$ cat config.mk
export PLATFORM = sky130hd
export DESIGN_NAME = apb_master_arb_flat
export DESIGN_NICKNAME = d
export VERILOG_FILES = /design/src/rtl/apb_master_arb_pkg.sv /design/src/rtl/apb_master_arb_if.sv /design/src/rtl/apb_master_arb_rr.sv /design/src/rtl/apb_master_arb.sv /design/src/flat_wrapper.sv
export SDC_FILE = /design/constraint.sdc
export NUM_CORES = 1
export LEC_CHECK = 0
export CAP_MARGIN = 20
export CELL_PAD_IN_SITES_DETAIL_PLACEMENT = 1
export CELL_PAD_IN_SITES_GLOBAL_PLACEMENT = 1
export CORE_MARGIN = 1
export CORE_UTILIZATION = 25
export CTS_CLUSTER_SIZE = 16
export DETAILED_ROUTE_END_ITERATION = 8
export PLACE_DENSITY = 0.84
export SLEW_MARGIN = 40
export SYNTH_ARGS = -nofsm -noshare
export SYNTH_HDL_FRONTEND = slang
export SYNTH_SLANG_ARGS = --single-unit
$ cat constraint.sdc
create_clock -name CLK -period 2.4 [get_ports CLK]
set_input_delay 0.36 -clock CLK [delete_from_list [all_inputs] [get_ports CLK]]
set_output_delay 0.36 -clock CLK [all_outputs]
set_load 0.01 [all_outputs]
$ cat src/rtl/apb_master_arb_pkg.sv
// apb_ctrl_pkg: shared types, sizes and address-decode helpers for the APB master arbiter.
package apb_ctrl_pkg;

   localparam int NUM_REQ        = 2;
   localparam int NUM_SLV        = 4;
   localparam int ADDR_W         = 32;
   localparam int DATA_W         = 32;
   localparam int DEC_HI         = 31;
   localparam int DEC_LO         = 28;
   localparam int DEC_W          = DEC_HI - DEC_LO + 1;
   localparam int TIMEOUT_CYCLES = 16;
   localparam int TO_W           = $clog2(TIMEOUT_CYCLES);

   typedef enum logic [1:0] {
      IDLE   = 2'd0,
      SETUP  = 2'd1,
      ACCESS = 2'd2
   } apb_state_t;

   // Any decode field value at or above the slave count has no slave behind it.
   function automatic logic decode_err(input logic [DEC_W-1:0] f);
      return f >= DEC_W'(NUM_SLV);
   endfunction

   function automatic logic [NUM_SLV-1:0] decode_sel(input logic [DEC_W-1:0] f);
      logic [NUM_SLV-1:0] sel;
      sel = '0;
      if (!decode_err(f))
         sel[f[$clog2(NUM_SLV)-1:0]] = 1'b1;
      return sel;
   endfunction

endpackage

$ cat src/rtl/apb_master_arb_if.sv
// apb_master_arb_if: requester-side handshake plus APB bus signals for apb_master_arb.
interface apb_master_arb_if;
   import apb_ctrl_pkg::*;

   logic [NUM_REQ-1:0]             req_valid;
   logic [NUM_REQ-1:0]             req_write;
   logic [NUM_REQ-1:0][ADDR_W-1:0] req_addr;
   logic [NUM_REQ-1:0][DATA_W-1:0] req_wdata;
   logic [NUM_REQ-1:0]             req_ready;
   logic [NUM_REQ-1:0]             rsp_valid;
   logic [DATA_W-1:0]              rsp_rdata;
   logic                           rsp_err;

   logic [NUM_SLV-1:0]             PSEL;
   logic                           PENABLE;
   logic                           PWRITE;
   logic [ADDR_W-1:0]              PADDR;
   logic [DATA_W-1:0]              PWDATA;
   logic [DATA_W-1:0]              PRDATA;
   logic                           PREADY;

   modport master (
      input  req_valid, req_write, req_addr, req_wdata, PRDATA, PREADY,
      output req_ready, rsp_valid, rsp_rdata, rsp_err,
             PSEL, PENABLE, PWRITE, PADDR, PWDATA
   );

   modport slave (
      output req_valid, req_write, req_addr, req_wdata, PRDATA, PREADY,
      input  req_ready, rsp_valid, rsp_rdata, rsp_err,
             PSEL, PENABLE, PWRITE, PADDR, PWDATA
   );

endinterface

$ cat src/rtl/apb_master_arb_rr.sv
// apb_rr_arb: two-requester round-robin arbiter; the pointer moves only when a grant is accepted.
module apb_rr_arb (
   input  logic       CLK,
   input  logic       PRESET,
   input  logic [1:0] req,
   input  logic       accept,
   output logic [1:0] gnt
);

   logic prio_p1;  // 1: requester 1 wins a tie

   always_comb begin
      gnt = 2'b00;
      if (req[0] && (!req[1] || !prio_p1))
         gnt = 2'b01;
      else if (req[1])
         gnt = 2'b10;
   end

   always_ff @(posedge CLK) begin
      if (PRESET)
         prio_p1 <= 1'b0;
      else if (accept && (|gnt))
         prio_p1 <= gnt[0];
   end

endmodule

$ cat src/rtl/apb_master_arb.sv
// apb_master_arb: two-requester APB master with round-robin grant and PADDR[31:28] decode.
// Define APB_TIMEOUT_EN to abort ACCESS after TIMEOUT_CYCLES consecutive PREADY=0 cycles.
module apb_master_arb
   import apb_ctrl_pkg::*;
(
   input  logic             CLK,
   input  logic             PRESET,
   apb_master_arb_if.master bus
);

   apb_state_t         state, state_nxt;
   logic [NUM_REQ-1:0] gnt;
   logic               accept, sel_idx, dec_err, xfer_done, xfer_abort;
   logic               owner, cap_write;
   logic [ADDR_W-1:0]  cap_addr;
   logic [DATA_W-1:0]  cap_wdata, rsp_rdata_q;
   logic [NUM_REQ-1:0] rsp_valid_q;
   logic               rsp_err_q;

   assign accept    = (state == IDLE) && (|bus.req_valid);
   assign sel_idx   = gnt[1];
   assign dec_err   = decode_err(bus.req_addr[sel_idx][DEC_HI:DEC_LO]);
   assign xfer_done = (state == ACCESS) && bus.PREADY;

   apb_rr_arb u_arb (
      .CLK    (CLK),
      .PRESET (PRESET),
      .req    (bus.req_valid),
      .accept (accept),
      .gnt    (gnt)
   );

`ifdef APB_TIMEOUT_EN
   logic [TO_W-1:0] wait_cnt;

   always_ff @(posedge CLK) begin
      if (PRESET || (state != ACCESS))
         wait_cnt <= '0;
      else if (!bus.PREADY)
         wait_cnt <= wait_cnt + 1'b1;
   end

   assign xfer_abort = (state == ACCESS) && !bus.PREADY &&
                       (wait_cnt == TO_W'(TIMEOUT_CYCLES - 1));
`else
   assign xfer_abort = 1'b0;
`endif

   always_ff @(posedge CLK) begin
      if (PRESET)
         state <= IDLE;
      else
         state <= state_nxt;
   end

   always_comb begin
      state_nxt = state;
      case (state)
         IDLE:    if (accept && !dec_err) state_nxt = SETUP;
         SETUP:   state_nxt = ACCESS;
         ACCESS:  if (xfer_done || xfer_abort) state_nxt = IDLE;
         default: state_nxt = IDLE;
      endcase
   end

   always_comb begin
      bus.req_ready = '0;
      bus.PSEL      = '0;
      bus.PENABLE   = 1'b0;
      bus.PWRITE    = 1'b0;
      bus.PADDR     = '0;
      bus.PWDATA    = '0;
      case (state)
         IDLE: bus.req_ready = gnt;
         SETUP, ACCESS: begin
            bus.PSEL    = decode_sel(cap_addr[DEC_HI:DEC_LO]);
            bus.PENABLE = (state == ACCESS);
            bus.PWRITE  = cap_write;
            bus.PADDR   = cap_addr;
            bus.PWDATA  = cap_write ? cap_wdata : '0;
         end
         default: ;
      endcase
   end

   // Request fields are latched at accept and held for the whole transfer.
   always_ff @(posedge CLK) begin
      if (accept) begin
         owner     <= sel_idx;
         cap_write <= bus.req_write[sel_idx];
         cap_addr  <= bus.req_addr[sel_idx];
         cap_wdata <= bus.req_wdata[sel_idx];
      end
   end

   // Responses are single-cycle pulses issued the cycle after completion, abort or decode error.
   always_ff @(posedge CLK) begin
      if (PRESET) begin
         rsp_valid_q <= '0;
         rsp_err_q   <= 1'b0;
         rsp_rdata_q <= '0;
      end else begin
         rsp_valid_q <= '0;
         rsp_err_q   <= 1'b0;
         rsp_rdata_q <= '0;
         if (accept && dec_err) begin
            rsp_valid_q <= gnt;
            rsp_err_q   <= 1'b1;
         end else if (xfer_done) begin
            rsp_valid_q[owner] <= 1'b1;
            rsp_rdata_q        <= cap_write ? '0 : bus.PRDATA;
         end else if (xfer_abort) begin
            rsp_valid_q[owner] <= 1'b1;
            rsp_err_q          <= 1'b1;
         end
      end
   end

   assign bus.rsp_valid = rsp_valid_q;
   assign bus.rsp_err   = rsp_err_q;
   assign bus.rsp_rdata = rsp_rdata_q;

endmodule

$ cat src/flat_wrapper.sv
// flat-port wrapper written by rule: the top's interface ports become plain ports
module apb_master_arb_flat import apb_ctrl_pkg::*;
  (CLK, PRESET, bus_req_valid, bus_req_write, bus_req_addr, bus_req_wdata, bus_PRDATA, bus_PREADY, bus_req_ready, bus_rsp_valid, bus_rsp_rdata, bus_rsp_err, bus_PSEL, bus_PENABLE, bus_PWRITE, bus_PADDR, bus_PWDATA);
  apb_master_arb_if bus_i ();
  input  logic CLK;
  input  logic PRESET;
  input wire logic [$bits(bus_i.req_valid)-1:0] bus_req_valid;
  input wire logic [$bits(bus_i.req_write)-1:0] bus_req_write;
  input wire logic [$bits(bus_i.req_addr)-1:0] bus_req_addr;
  input wire logic [$bits(bus_i.req_wdata)-1:0] bus_req_wdata;
  input wire logic [$bits(bus_i.PRDATA)-1:0] bus_PRDATA;
  input wire logic [$bits(bus_i.PREADY)-1:0] bus_PREADY;
  output wire logic [$bits(bus_i.req_ready)-1:0] bus_req_ready;
  output wire logic [$bits(bus_i.rsp_valid)-1:0] bus_rsp_valid;
  output wire logic [$bits(bus_i.rsp_rdata)-1:0] bus_rsp_rdata;
  output wire logic [$bits(bus_i.rsp_err)-1:0] bus_rsp_err;
  output wire logic [$bits(bus_i.PSEL)-1:0] bus_PSEL;
  output wire logic [$bits(bus_i.PENABLE)-1:0] bus_PENABLE;
  output wire logic [$bits(bus_i.PWRITE)-1:0] bus_PWRITE;
  output wire logic [$bits(bus_i.PADDR)-1:0] bus_PADDR;
  output wire logic [$bits(bus_i.PWDATA)-1:0] bus_PWDATA;
  assign bus_i.req_valid = bus_req_valid;
  assign bus_i.req_write = bus_req_write;
  assign bus_i.req_addr = bus_req_addr;
  assign bus_i.req_wdata = bus_req_wdata;
  assign bus_i.PRDATA = bus_PRDATA;
  assign bus_i.PREADY = bus_PREADY;
  assign bus_req_ready = bus_i.req_ready;
  assign bus_rsp_valid = bus_i.rsp_valid;
  assign bus_rsp_rdata = bus_i.rsp_rdata;
  assign bus_rsp_err = bus_i.rsp_err;
  assign bus_PSEL = bus_i.PSEL;
  assign bus_PENABLE = bus_i.PENABLE;
  assign bus_PWRITE = bus_i.PWRITE;
  assign bus_PADDR = bus_i.PADDR;
  assign bus_PWDATA = bus_i.PWDATA;
  apb_master_arb u_core (.CLK(CLK), .PRESET(PRESET), .bus(bus_i));
endmodule
==> results.sh <==
export IMPL_avgSynthCellArea_um2=13.4
export IMPL_firstDrtPassIters=4
export IMPL_cts_buffer_depth=2
export IMPL_finalSetupViolCount=0
export IMPL_fin_util_pct=45.2
export IMPL_syn_area_um2=4540
export IMPL_area_sequential_um2=2740
export IMPL_finClkSkew_ns=0.0110
export IMPL_placedCellCount=822
export IMPL_pwr_share_clk_pct=32.5
export IMPL_start_util_pct=25.9
export IMPL_clock_sinks=104
export IMPL_grt_pass1_wl_um=21600
export IMPL_status="finished clean"
export IMPL_drive_gt1_share_pct=15.9
export IMPL_gr_total_overflow=0
export IMPL_dp_final_hpwl_um=11300
export IMPL_dp_slack_ns=0.111
export IMPL_finalCritPeriodShare_pct=96.5
export IMPL_crit_arrival_ns=1.96
export IMPL_power_share_switching_pct=25.2
export IMPL_power_per_cell_area_nw_per_um2=588
export IMPL_fin_cells=840
export IMPL_cts_tree="built"
export IMPL_postCtsHoldBufs=0
export IMPL_clk_latency_ns=0.35
export IMPL_detail_route_wl_per_cell_um=17.8
export IMPL_drc=0
export IMPL_critPathTopFamily="buffers and inverters"
export IMPL_crit_fanout=23
export IMPL_required_ns=2.04
export IMPL_leakagePower_nw=3.61
export IMPL_ant_nets=0
export IMPL_path_class="reg2out"
export IMPL_die_w_um=137
export IMPL_mostFrequentLayoutCells="clkdlybuf4s50_1 (217), edfxtp_1 (66), mux2_2 (65)"
export IMPL_tns_ns=0
export IMPL_ys_ff_latch=104
export IMPL_diodes=0
export IMPL_setup_worst_path_start_class="flop"
export IMPL_design_die_area_um2=18700
export IMPL_syn_inst=340
export IMPL_layout_commonest_cell="clkdlybuf4s50_1"
export IMPL_antenna_found_initial=0
export IMPL_cts_buffers=9
export IMPL_cap_violations=0
export IMPL_gp_congestion=0.741
export IMPL_final_net_count=781
export IMPL_combPwrFrac_pct=21.1
export IMPL_ios=274
export IMPL_avgViaCountPerCell=4.41
export IMPL_grt_setup_unrepaired="false"
export IMPL_die_h_um=137
export IMPL_grt_usage_pct=15.4
export IMPL_htree_levels=3
export IMPL_hold_path_class="reg2reg"
export IMPL_cp_num_buf_inv=3
export IMPL_seqPwrFrac_pct=46.5
export IMPL_synth_nets=511
export IMPL_crit_chain="inv_1 -> ha_4 -> buf_12 -> and3_1 -> clkdlybuf4s50_1"
export IMPL_totalWireLength_um=14900
export IMPL_portBuffers=273
export IMPL_ys_warn_count=0
export IMPL_clk_pin_slew_worst_paths_ns=0.07
export IMPL_clock_fmax_mhz=432
export IMPL_finalHoldViolations=0
export IMPL_cpPeakStageDelay_ns=0.53
export IMPL_worst_slack_ns=0.0840
export IMPL_relSlewSlack_pct=67.7
export IMPL_slew_violations=0
export IMPL_grt_start_max_net_pins=67
export IMPL_fin_total_pwr_mw=4.66
export IMPL_rows=48
export IMPL_ir_drop_uv=339
export IMPL_num_vias=3705
export IMPL_worst_slew_pin_slew_ns=0.481
export IMPL_seq_area_frac_synth_pct=60.4
export IMPL_p_sw_mw=1.17
export IMPL_drt_initial_drc_count=103
export IMPL_grt_pass1_vias=4076
export IMPL_p_int_mw=3.48
export IMPL_fill_cells=1875
export IMPL_ys_types=33
export IMPL_core_area_um2=17500
export IMPL_crit_slowest_cell="clkdlybuf4s50_1"
export IMPL_end_kind="primary output"
export IMPL_ctsRootBufferMaster="clkbuf_16"
export IMPL_finalCriticalPeriod_ns=2.32
export IMPL_area_growth_pct=74.4
export IMPL_multi_input_area_um2=1680
-- cells by family after synthesis --
family,synth area share (%)
AOI/OAI and AO/OA,1.98
muxes,16.3
DFF,60.4
adders and majority gates,1.10
and+or+nand+nor,16.9
buffers and inverters,3.33
-- power by group through the flow --
stage | logic (mW) | clock network (mW) | registers, mW
4_1_cts | 0.984 | 1.56 | 2.17
6_report | 0.980 | 1.51 | 2.17
3_3_place_gp | 0.957 | 0 | 2.20
3_5_place_dp | 0.991 | 0 | 2.21
2_1_floorplan | 0.390 | 0 | 2.18
5_1_grt | 1.06 | 1.62 | 2.18
-- layout make-up --
cell class                 instances  area share (%)
timing repair buffer             281            36.4
sequential                       104            34.6
clock buffer                      10            3.16
inverter                           8           0.426
multi-input combinational        206            21.2
clock inverter                     6           0.695
tap                              225            3.55
-- worst reg2reg max path: stages (launching register included) --
cell        delay, ns
dfxtp_2          0.34
inv_1            0.13
ha_4             0.19
o21ai_1          0.18
clkinvlp_4       0.15
buf_12           0.31
-- sequential cells by signal (all words and copies together) (netlist names) --
register,count
u_core.cap_write,1
u_core.owner,1
u_core.state,2
u_core.cap_addr,32
u_core.bus.rsp_rdata,32
u_core.bus.rsp_valid,2
u_core.u_arb.prio_p1,1
u_core.bus.rsp_err,1
u_core.cap_wdata,32
-- synthesized netlist by cell type --
cell type	number	area share [%]
a2bb2oi_1	1	0.19
buf_6	4	0.99
a211oi_1	1	0.17
nand2b_1	1	0.14
and3_1	35	4.8
edfxtp_1	66	44
nor2b_1	2	0.28
nor4b_1	1	0.19
mux2i_1	1	0.22
nor4bb_1	1	0.22
dfxtp_1	38	17
or3b_1	1	0.19
buf_2	7	0.77
nor3_1	2	0.22
and4b_1	1	0.22
o211a_1	1	0.22
o41ai_1	1	0.19
nor2_1	8	0.66
a21o_1	1	0.17
a22oi_1	1	0.17
and2_1	64	8.8
o31a_4	1	0.39
o21ai_0	2	0.22
inv_1	8	0.66
nand2_1	5	0.41
ha_1	4	1.1
a211oi_2	1	0.28
or4_1	1	0.17
nand3_1	1	0.11
mux2_2	65	16
nor4_1	2	0.28
or3_1	1	0.14
clkbuf_1	11	0.91
-- final timing paths --
path / start / endpoint / slack (ns) / cells past startpoint
worst max-delay path: u_core.state[1] / bus_PWDATA[31] / 0.08 / 5
worst max register to register: u_core.state[1] / u_core.cap_wdata[23] / 0.69 / 5
worst min-delay path: u_core.state[0] / u_core.state[0] / 0.55 / 2
worst min register to register: u_core.state[0] / u_core.state[0] / 0.55 / 2
-- routing by layer --
layer	track usage (%)	up-vias	routed length, µm
met2	28.2	177	7740
met3	5.07	23	1310
met5	0	-	0
met1	16.0	1757	5530
met4	6.11	0	368
li1	-	1748	-
-- repair_timing --
action                                  4_1_cts  5_1_grt
endpoints found under the setup margin       68       35
cloned                                        0        1
setup buffers                                 0        1
resized for setup                            38       26
pin swaps                                     0        1
-- metrics by stage --
step | hold slack [ns] | instance area [µm²]
5_1_grt | 0.559 | 7920
3_5_place_dp | 0.571 | 7530
3_3_place_gp | 0.490 | 7530
6_report | 0.547 | 7920
2_1_floorplan | 0.468 | 4550
4_1_cts | 0.552 | 7820
(Power assumes the default switching activity.)
